## src/rtl/clk_meas_scheduler.sv

```systemverilog
// Round-robin scheduler that time-shares one gated counter across NCLK clock channels,
// steering the mux, windowing the count and collecting one rate result per channel.
module clk_meas_scheduler #(
  parameter int NCLK      = 16,
  parameter int CNT_WIDTH = 24,
  parameter int TIMEOUT   = 1024
) (
  input  logic                      clk_ref,
  input  logic                      reset,
  input  logic                      run,
  input  logic [NCLK-1:0]           chan_enable,
  input  logic [31:0]               gate_cycles,
  input  logic [7:0]                settle_cycles,
  input  logic [NCLK-1:0]           err_clear,
  output logic [3:0]                mux_sel,
  output logic                      ctr_clear,
  output logic                      ctr_gate,
  input  logic [CNT_WIDTH-1:0]      ctr_count,
  input  logic                      ctr_count_valid,
  output logic [NCLK*CNT_WIDTH-1:0] rate,
  output logic [NCLK-1:0]           rate_valid,
  output logic [NCLK-1:0]           timeout_err,
  output logic                      result_strobe,
  output logic [3:0]                result_chan,
  output logic                      sweep_done,
  output logic                      busy
);

  typedef enum logic [2:0] {IDLE, SETTLE, CLEAR, GATE, WAIT_VALID, STORE} state_e;

  localparam logic [31:0] TIMEOUT_LAST = 32'(TIMEOUT - 1);

  state_e                    state_q, state_d;
  logic [3:0]                ch_q, ch_d;
  logic                      first_q, first_d;
  logic [31:0]               cnt_q, cnt_d;
  logic [31:0]               gate_len_q, gate_len_d;
  logic [NCLK-1:0]           en_q, en_d;
  logic [NCLK*CNT_WIDTH-1:0] rate_q, rate_d;
  logic [NCLK-1:0]           rate_valid_q, rate_valid_d;
  logic [NCLK-1:0]           timeout_err_q, timeout_err_d;

  logic [4:0] rr_base, rr_idx;
  logic [3:0] rr_pick;
  logic       rr_found;
  logic [3:0] hi_ch;
  logic [7:0] settle_len;
  logic       timeout_hit, store_hit, advance;

  always_ff @(posedge clk_ref) begin
    if (reset) begin
      state_q       <= IDLE;
      ch_q          <= '0;
      first_q       <= 1'b1;
      cnt_q         <= '0;
      gate_len_q    <= '0;
      en_q          <= '0;
      rate_q        <= '0;
      rate_valid_q  <= '0;
      timeout_err_q <= '0;
    end else begin
      state_q       <= state_d;
      ch_q          <= ch_d;
      first_q       <= first_d;
      cnt_q         <= cnt_d;
      gate_len_q    <= gate_len_d;
      en_q          <= en_d;
      rate_q        <= rate_d;
      rate_valid_q  <= rate_valid_d;
      timeout_err_q <= timeout_err_d;
    end
  end

  // Search starts one past the last served channel, or at 0 straight after reset.
  always_comb begin
    rr_pick  = '0;
    rr_found = 1'b0;
    rr_idx   = '0;
    rr_base  = first_q ? 5'd0 : ({1'b0, ch_q} + 5'd1);
    if (rr_base >= 5'(NCLK)) rr_base = 5'd0;
    for (int i = 0; i < NCLK; i++) begin
      rr_idx = rr_base + 5'(i);
      if (rr_idx >= 5'(NCLK)) rr_idx = rr_idx - 5'(NCLK);
      if (!rr_found && chan_enable[rr_idx[3:0]]) begin
        rr_pick  = rr_idx[3:0];
        rr_found = 1'b1;
      end
    end
  end

  // The end of a sweep is judged against the mask captured when this channel was chosen.
  always_comb begin
    hi_ch = '0;
    for (int i = 0; i < NCLK; i++) begin
      if (en_q[i]) hi_ch = 4'(i);
    end
  end

  assign settle_len  = (settle_cycles == 8'd0) ? 8'd1 : settle_cycles;
  assign timeout_hit = (state_q == WAIT_VALID) && run && !ctr_count_valid && (cnt_q == TIMEOUT_LAST);
  assign store_hit   = (state_q == STORE) && run;

  always_comb begin
    state_d       = state_q;
    ch_d          = ch_q;
    first_d       = first_q;
    cnt_d         = cnt_q;
    gate_len_d    = gate_len_q;
    en_d          = en_q;
    rate_d        = rate_q;
    rate_valid_d  = rate_valid_q;
    timeout_err_d = timeout_err_q & ~err_clear;
    advance       = 1'b0;

    unique case (state_q)
      IDLE: begin
        if (run && (chan_enable != '0)) advance = 1'b1;
      end
      SETTLE: begin
        if ((cnt_q + 32'd1) >= {24'd0, settle_len}) begin
          state_d = CLEAR;
          cnt_d   = '0;
        end else begin
          cnt_d = cnt_q + 32'd1;
        end
      end
      CLEAR: begin
        gate_len_d = (gate_cycles == 32'd0) ? 32'd1 : gate_cycles;
        state_d    = GATE;
        cnt_d      = '0;
      end
      GATE: begin
        if ((cnt_q + 32'd1) == gate_len_q) begin
          state_d = WAIT_VALID;
          cnt_d   = '0;
        end else begin
          cnt_d = cnt_q + 32'd1;
        end
      end
      WAIT_VALID: begin
        if (ctr_count_valid) state_d = STORE;
        else if (timeout_hit) advance = 1'b1;
        else cnt_d = cnt_q + 32'd1;
      end
      STORE: advance = 1'b1;
      default: state_d = IDLE;
    endcase

    if (advance) begin
      if (chan_enable != '0) begin
        state_d = SETTLE;
        ch_d    = rr_pick;
        en_d    = chan_enable;
        first_d = 1'b0;
        cnt_d   = '0;
      end else begin
        state_d = IDLE;
      end
    end

    for (int i = 0; i < NCLK; i++) begin
      if (store_hit && (ch_q == 4'(i))) begin
        rate_d[i*CNT_WIDTH +: CNT_WIDTH] = ctr_count;
        rate_valid_d[i]                  = 1'b1;
      end
      if (timeout_hit && (ch_q == 4'(i))) begin
        timeout_err_d[i] = 1'b1;
        rate_valid_d[i]  = 1'b0;
      end
    end

    // Dropping run abandons the channel in flight without touching results.
    if (!run) begin
      state_d = IDLE;
      ch_d    = ch_q;
      en_d    = en_q;
      first_d = first_q;
      cnt_d   = '0;
    end
  end

  always_comb begin
    mux_sel       = ch_q;
    ctr_clear     = (state_q == CLEAR);
    ctr_gate      = (state_q == GATE);
    busy          = (state_q != IDLE);
    result_strobe = store_hit;
    result_chan   = ch_q;
    sweep_done    = (store_hit || timeout_hit) && (ch_q == hi_ch);
    rate          = rate_q;
    rate_valid    = rate_valid_q;
    timeout_err   = timeout_err_q;
  end

endmodule

```

## config.mk

```make
export PLATFORM = sky130hd
export DESIGN_NAME = clk_meas_scheduler
export DESIGN_NICKNAME = d
export VERILOG_FILES = /design/src/rtl/clk_meas_scheduler.sv
export SDC_FILE = /design/constraint.sdc
export NUM_CORES = 1
export LEC_CHECK = 0
export ABC_AREA = 1
export CELL_PAD_IN_SITES_DETAIL_PLACEMENT = 0
export CELL_PAD_IN_SITES_GLOBAL_PLACEMENT = 2
export CORE_MARGIN = 2
export CORE_UTILIZATION = 31
export CTS_CLUSTER_SIZE = 14
export DETAILED_ROUTE_END_ITERATION = 8
export DONT_BUFFER_PORTS = 1
export GPL_ROUTABILITY_DRIVEN = 0
export HOLD_SLACK_MARGIN = 0.06
export PLACE_DENSITY_LB_ADDON = 0.1
export SLEW_MARGIN = 10
export SYNTH_ARGS = -nofsm -noshare
export SYNTH_HDL_FRONTEND = slang
export SYNTH_SLANG_ARGS = --single-unit
```

## constraint.sdc

```tcl
create_clock -name clk_ref -period 3.9 [get_ports clk_ref]
set_clock_uncertainty 0.2 [all_clocks]
set_input_delay 0.78 -clock clk_ref [delete_from_list [all_inputs] [get_ports clk_ref]]
set_output_delay 0.78 -clock clk_ref [all_outputs]
set_load 0.01 [all_outputs]
```

==> reports/qor.yml, run 1 <==
grt_pass1_wl_um: 144000
seqCellArea_um2: 10100
dr.first_iter.drc_count: 1494
synth_nets: 3273
r2r_slack_ps: 280
layout_commonest_cell: "nor2_1"
syn_to_final_growth_pct: 17.4
start_kind: "flop"
max_stage_delay_ps: 500
drc: 0
drt-met1-wl_um: 42100
fill_cells: 7545
totalWireLength_um: 101000
timing.hold.ws_ps: 96.1
p_leak_nw: 10.5
met3_wirelength_um: 9760
ioPinCount: 529
numCtsBuffers: 59
cp.buffers_inverters: 2
critPathMostFrequentCell: "nand3_1"
port_buffers: 0
multi_input_area_um2: 10700
drt_first_pass_iters: 5
fin_setup_tns_ps: 0
setup_violations: 0
antenna_left: 0
worst_ir_drop_vdd_v: 0.000361
maxCapViolations: 0
power_per_cell_area_nw_per_um2: 478
final_cell_mix: "nor2_1, o21ai_0, dfxtp_1, nand2_1, inv_1"
critPathArrivalTime_ps: 2750
ys_seq_elements: 503
grt_antenna_before_repair: 14
holdCritPathClass: "in2reg"
netlist_instances: 3153
synth-async-reset-ratio_pct: 0
comb_power_share_pct: 8.4
core_um2: 71200
ys_types: 51
rsz0062_at_grt: "no"
crit_family: "compound AO/OA/AOI/OAI gates"
crit_type: "reg2out"
rows: 98
fp.dieArea_um2: 74000
clkPwrFrac_pct: 49.6
highest_layer: "met4"
r2r_cells: 19
p_sw_w: 0.00317
synth_edf_count: 0
worstPathRequired_ps: 2920
cp-end-kind: "output port"
vias: 21264
clk_latency_ps: 650
drive_gt1_share_pct: 9.18
layout.nets: 3274
cp-endpoint: "sweep_done"
p_int_w: 0.00931
path_max_fanout: 4
path_clk_slew_ps: 60
start_util_pct: 31.3
avgRoutedWirePerCell_um: 24.3
yosysWarningCount: 0
grt_max_degree: 165
status: "complete, no violations"
switching_share_pct: 25.4
period_share_pct: 95.5
placed_area_um2: 23300
dp_hpwl_um: 69100
seq_power_share_pct: 41.9
wl_met2_um: 45700
startpoint: "en_q[4]$_SDFFE_PP0P_"
crit_path_top_delay_cell: "o311ai_0"
path_cells: "a211oi_1, o311ai_0, nand3_1, nand3_1, nand3_1, xor2_1, a2111oi_2, buf_4, buf_4"
grtUsageTotal_pct: 26.3
max_freq_ghz: 0.268
final-max-slew-violation-count: 0
clock_sinks: 503
slew_headroom_pct: 31.2
cts-root-buf: "clkbuf_16"
finalHoldViolations: 0
die_h_um: 272
cts_tree: "yes"
worst_slew_pin_slew_ps: 1030
ys_seq_area_share_pct: 45.2
cts_max_level: 2
overflow: 0
avgSynthCellArea_um2: 7.06
r2r_end: "cnt_q[27]$_SDFF_PP0_"
clockBufferDepth: 3
via_per_inst: 5.12
fp.dieW_um: 272
r2r-start: "cnt_q[0]$_SDFF_PP0_"
syn_area_um2: 22300
synthFlopType: "dfxtp_1"
finalInstanceArea_um2: 26100
timing.final.crit_period_ps: 3730
cp.depth: 9
grt_pass1_vias: 20044
[area by class of cell]
| class | instances | area share (%) |
|---|---|---|
| multi-input cells | 2246 | 40.9 |
| flip-flops and latches | 503 | 38.6 |
| clock buffers | 79 | 6.44 |
| well taps | 950 | 4.55 |
| repair buffers | 131 | 4.42 |
| inverters | 212 | 3.09 |
| clock inverters | 32 | 1.98 |
| diodes | 3 | 0.0287 |
| repair inverters | 1 | 0.0192 |
[kinds of logic (layout without fill, tap and decap cells)]
group | after synthesis | count (layout) | share of synthesized area (%)
AOI/OAI and AO/OA | 662 | 662 | 15.5
xor gates and xnor gates | 62 | 62 | 2.47
adders and majority gates | 20 | 20 | 1.12
buffers and inverters | 404 | 455 | 7.22
DFF | 503 | 503 | 45.2
other | 0 | 3 | 0
and+or+nand+nor | 1502 | 1502 | 28.5
[state kept, by name, indices dropped and copies added, names as in the netlist]
| signal | cells |
|---|---|
| en_q | 15 |
| rate | 384 |
| mux_sel | 4 |
| timeout_err | 16 |
| first_q | 1 |
| gate_len_q | 32 |
| state_q | 3 |
| cnt_q | 32 |
| rate_valid | 16 |
[worst register-to-register path, stage by stage (launching register included)]
cell and delay [ps]:
dfxtp_1 340, buf_4 150, nand3_1 180, inv_1 90, nand2_1 100, nor2_4 170
nand2_2 110, nor2_2 180, nand3_1 180, nor4_2 210, xor2_1 470, xor2_1 190
nand4_1 100, nor2_1 170, nand3_1 120, nand2_2 110, nand2_4 110, buf_12 180
nand2_1 70, a21oi_1 60
[Yosys cell counts, types with 2 or more instances]
cell type	count	area [µm²]
o21ba_2	2	20.0
o21ai_1	3	15.0
nor2_4	4	45.0
nor2_2	5	31.3
nand4_1	29	181
inv_2	26	97.6
nand2_2	8	50.1
o211ai_1	17	128
a21oi_2	2	17.5
nand2_1	295	1110
a21o_1	3	22.5
nand3b_1	4	30.0
xor2_1	51	447
buf_6	8	90.1
a211oi_1	4	30.0
nor4_1	24	150
nor3_1	17	85.1
nand3_2	9	90.1
inv_1	186	698
o21a_1	9	67.6
xnor2_1	10	87.6
nand4_4	2	42.5
a21oi_1	95	475
or4_1	2	15.0
dfxtp_1	503	10100
o21ai_0	518	2590
nor2_1	936	3510
nand3_1	147	736
clkbuf_1	173	649
a2111oi_0	2	17.5
nand2_4	6	67.6
buf_4	7	52.6
buf_2	4	20.0
ha_1	20	250
nor2_8	3	60.1
nand3_4	4	70.1
[routing by layer]
layer	up-vias	global-route usage, %
met5	-	0
met2	845	42.4
li1	10189	-
met4	0	8.59
met1	10073	33.4
met3	157	8.15
[stage by stage]
step,util (%),setup WS (ps),instances,total power [W]
after floorplan,-,0.842,3153,0.00605
after global placement,32.7,243,3991,0.00631
after detailed placement,32.7,144,3991,0.00631
after CTS,36.4,7.22,4147,0.0126
after global routing,36.7,14.1,4154,0.0130
final,36.7,174,4157,0.0125
[worst min path at each step]
stage,start,slack (ps),end,depth (start not counted)
6_report,err_clear[1],100,timeout_err[1]$_SDFF_PP0_,3
5_1_grt,ctr_count[17],80,rate[329]$_SDFFE_PP0P_,2
4_1_cts,ctr_count[16],60,rate[304]$_SDFFE_PP0P_,2
3_5_place_dp,en_q[3]$_SDFFE_PP0P_,270,en_q[3]$_SDFFE_PP0P_,2
3_3_place_gp,en_q[3]$_SDFFE_PP0P_,260,en_q[3]$_SDFFE_PP0P_,2
2_1_floorplan,en_q[2]$_SDFFE_PP0P_,240,en_q[2]$_SDFFE_PP0P_,2
[power groups by stage]
stage	Combinational, W	Clock, W	Sequential (W)
after floorplan	0.000718	0	0.00533
after global placement	0.000969	0	0.00534
after detailed placement	0.000966	0	0.00534
after CTS	0.00103	0.00635	0.00523
after global routing	0.00118	0.00654	0.00524
final	0.00105	0.00620	0.00523
[repair_timing]
action | CTS | global route
hold buffers | 45 | 0
resized for setup | 1 | 27
buffers inserted | 0 | 6
pin swaps | 0 | 3
gates cloned | 0 | 1
hold endpoints to repair | 68 | 0
endpoints found under the setup margin | 1 | 34
Power figures use the tool's default switching activity.
==> run 2, diff against run 1 <==
CORE_UTILIZATION = 37   (was 31)
clock period = 4.55 ns   (was 3.9 ns; I/O delays follow)
==> reports/qor.yml, run 2 (synthesis results as in run 1) <==
max_freq_ghz: 0.244
grtUsageTotal_pct: 29.3  # +3.0 points
fp.dieArea_um2: 62200  # -16%
via_per_inst: 5.39  # +5.3%
drc: 0  # unchanged
wl_met2_um: 42600  # -6.7%
core_um2: 59200  # -17%
numCtsBuffers: 57  # -3.4%
layout.nets: 3179  # -2.9%
power_per_cell_area_nw_per_um2: 419  # -12%
fill_cells: 6122  # -19%
clockBufferDepth: 3  # unchanged
worstPathRequired_ps: 4870  # +1950 ps
grt_pass1_wl_um: 136000  # -5.2%
r2r_end: "mux_sel[3]$_SDFFE_PP0P_"
finalNonFillerCells: 3889  # -6.4%
cp-end-kind: "flop"
p_leak_nw: 9.99  # -4.7%
overflow: 0  # unchanged
hp-start: "reset"
worstHoldEndpoint: "timeout_err[5]$_SDFF_PP0_"
slew_headroom_pct: 31.9  # +0.74 points
drive_gt1_share_pct: 7.14  # -2.0 points
path_max_fanout: 27  # +23
dr.first_iter.drc_count: 1666  # +12%
timing.hold.ws_ps: 167  # +71.4 ps
critPathArrivalTime_ps: 4410  # +1660 ps
worst_slew_pin_slew_ps: 1020  # -11.2 ps
clock_sinks: 503  # unchanged
start_kind: "flop"
cts-root-buf: "clkbuf_16"
r2r_cells: 21  # +2
crit_type: "reg2reg"
syn_to_final_growth_pct: 11.9
cts_hold_buf: 0  # -100%
period_share_pct: 90.0
start_util_pct: 37.6  # +6.3 points
clk_latency_ps: 620  # -30 ps
final-max-slew-violation-count: 0  # unchanged
power_w: 0.0104  # -16%
port_buffers: 0  # unchanged
path_clk_slew_ps: 60  # about the same
totalWireLength_um: 94100  # -6.8%
fin_setup_tns_ps: 0  # unchanged
maxCapViolations: 0  # unchanged
grt_antenna_before_repair: 8  # -6
timing.final.crit_period_ps: 4100
cts_max_level: 2  # unchanged
fp.dieW_um: 249  # -8.3%
rows: 89  # -9.2%
die_h_um: 249  # -8.3%
grt_pass1_vias: 19459  # -2.9%
antenna_left: 0  # unchanged
final_cell_mix: "nor2_1, o21ai_0, dfxtp_1, nand2_1, inv_1"
ioPinCount: 529  # unchanged
utilization_pct: 42.0  # +5.4 points
whs_path_depth: 1  # -2
r2r-start: "mux_sel[0]$_SDFFE_PP0P_"
vias: 20944  # -1.5%
setup_violations: 0  # unchanged
finalHoldViolations: 0  # unchanged
highest_layer: "met4"
worst_ir_drop_vdd_v: 0.000292  # -19%
holdCritPathClass: "in2reg"
dp_hpwl_um: 65400  # -5.4%
drt-met1-wl_um: 38000  # -9.6%
grt_max_degree: 141  # -15%
dpl.cell_count: 3772  # -5.5%
avgRoutedWirePerCell_um: 24.2  # -0.39%
largest_reg_flops: 384  # unchanged
cts_tree: "yes"
rsz0062_at_grt: "no"
status: "complete, no violations"
met3_wirelength_um: 9810  # +0.53%
drt_first_pass_iters: 6  # +1
r2r_slack_ps: 450  # +170 ps
layout_commonest_cell: "nor2_1"
[run 2: changes by cell type in the layout (fill, tap and decap cells not counted), moves of 3 or more]
cell	change
buf_4	-44
diode_2	+5
dlygate4sd3_1	-44
ha_1	+3
ha_2	-3
nor2_1	+3
nor2_2	-3
nor4_1	+3
nor4_2	-3
[run 2: power breakdown]
part / internal (W) / switching [W]
Combinational: 0.000237 / 0.000543
Sequential: 0.00444 / 0.0000392
Clock: 0.00318 / 0.00200
Total: 0.00787 / 0.00258
[run 2: what timing repair did]
| action | in CTS | in global routing |
|---|---|---|
| setup endpoints to repair | 0 | 4 |
| setup buffers | 0 | 1 |
| resized for setup | 0 | 1 |
[run 2: worst max path at each step]
stage | from | end | slack (ps) | depth (start not counted)
global route | mux_sel[0]$_SDFFE_PP0P_ | mux_sel[0]$_SDFFE_PP0P_ | 110 | 21
CTS | mux_sel[0]$_SDFFE_PP0P_ | mux_sel[1]$_SDFFE_PP0P_ | 230 | 24
finish | mux_sel[0]$_SDFFE_PP0P_ | mux_sel[3]$_SDFFE_PP0P_ | 450 | 21
global placement | mux_sel[0]$_SDFFE_PP0P_ | mux_sel[1]$_SDFFE_PP0P_ | 350 | 26
floorplan | mux_sel[0]$_SDFFE_PP0P_ | mux_sel[1]$_SDFFE_PP0P_ | 590 | 24
detailed placement | mux_sel[0]$_SDFFE_PP0P_ | mux_sel[1]$_SDFFE_PP0P_ | 250 | 24
[run 2: cell type report]
| type | count | area, µm² | area share, % |
|---|---|---|---|
| well taps | 773 | 967 | 3.88 |
| flip-flops and latches | 503 | 10100 | 40.4 |
| clock buffers | 79 | 1660 | 6.67 |
| diodes | 8 | 20.0 | 0.0804 |
| multi-input cells | 2246 | 10600 | 42.5 |
| clock inverters | 29 | 472 | 1.89 |
| repair buffers | 39 | 318 | 1.28 |
| inverters | 212 | 803 | 3.22 |
[run 2: stage by stage]
| stage | area (µm²) | worst slack, ps |
|---|---|---|
| 2_1_floorplan | 22300 | 592 |
| 3_3_place_gp | 22700 | 347 |
| 3_5_place_dp | 22700 | 252 |
| 4_1_cts | 24900 | 226 |
| 5_1_grt | 24900 | 109 |
| 6_report | 24900 | 454 |
[run 2: worst max-delay path, cell delays in order, from the launching register on]
cell	delay, ps
dfxtp_2	440
ha_1	300
nand3_4	140
nand2_4	280
inv_2	100
ha_1	230
inv_1	80
nand4_1	120
nand2_1	310
nand3_1	170
nand2_1	110
inv_1	40
o21ai_0	490
inv_1	200
nand4_4	190
nor2_1	100
nand2_1	80
nand3_1	80
nor2_1	110
nand3_1	90
nand2_1	70
a21oi_1	60
[run 2: layer usage]
metal,GRT usage (%),vias up
met3,10.3,165
li1,-,10030
met2,47.2,872
met1,35.6,9877
met5,0,-
met4,11.7,0
==> run 3, diff against run 2 <==
CAP_MARGIN = 20   (was not set)
==> results of run 3 <==
The final DEF is identical to that of run 2; final timing and power are the same.
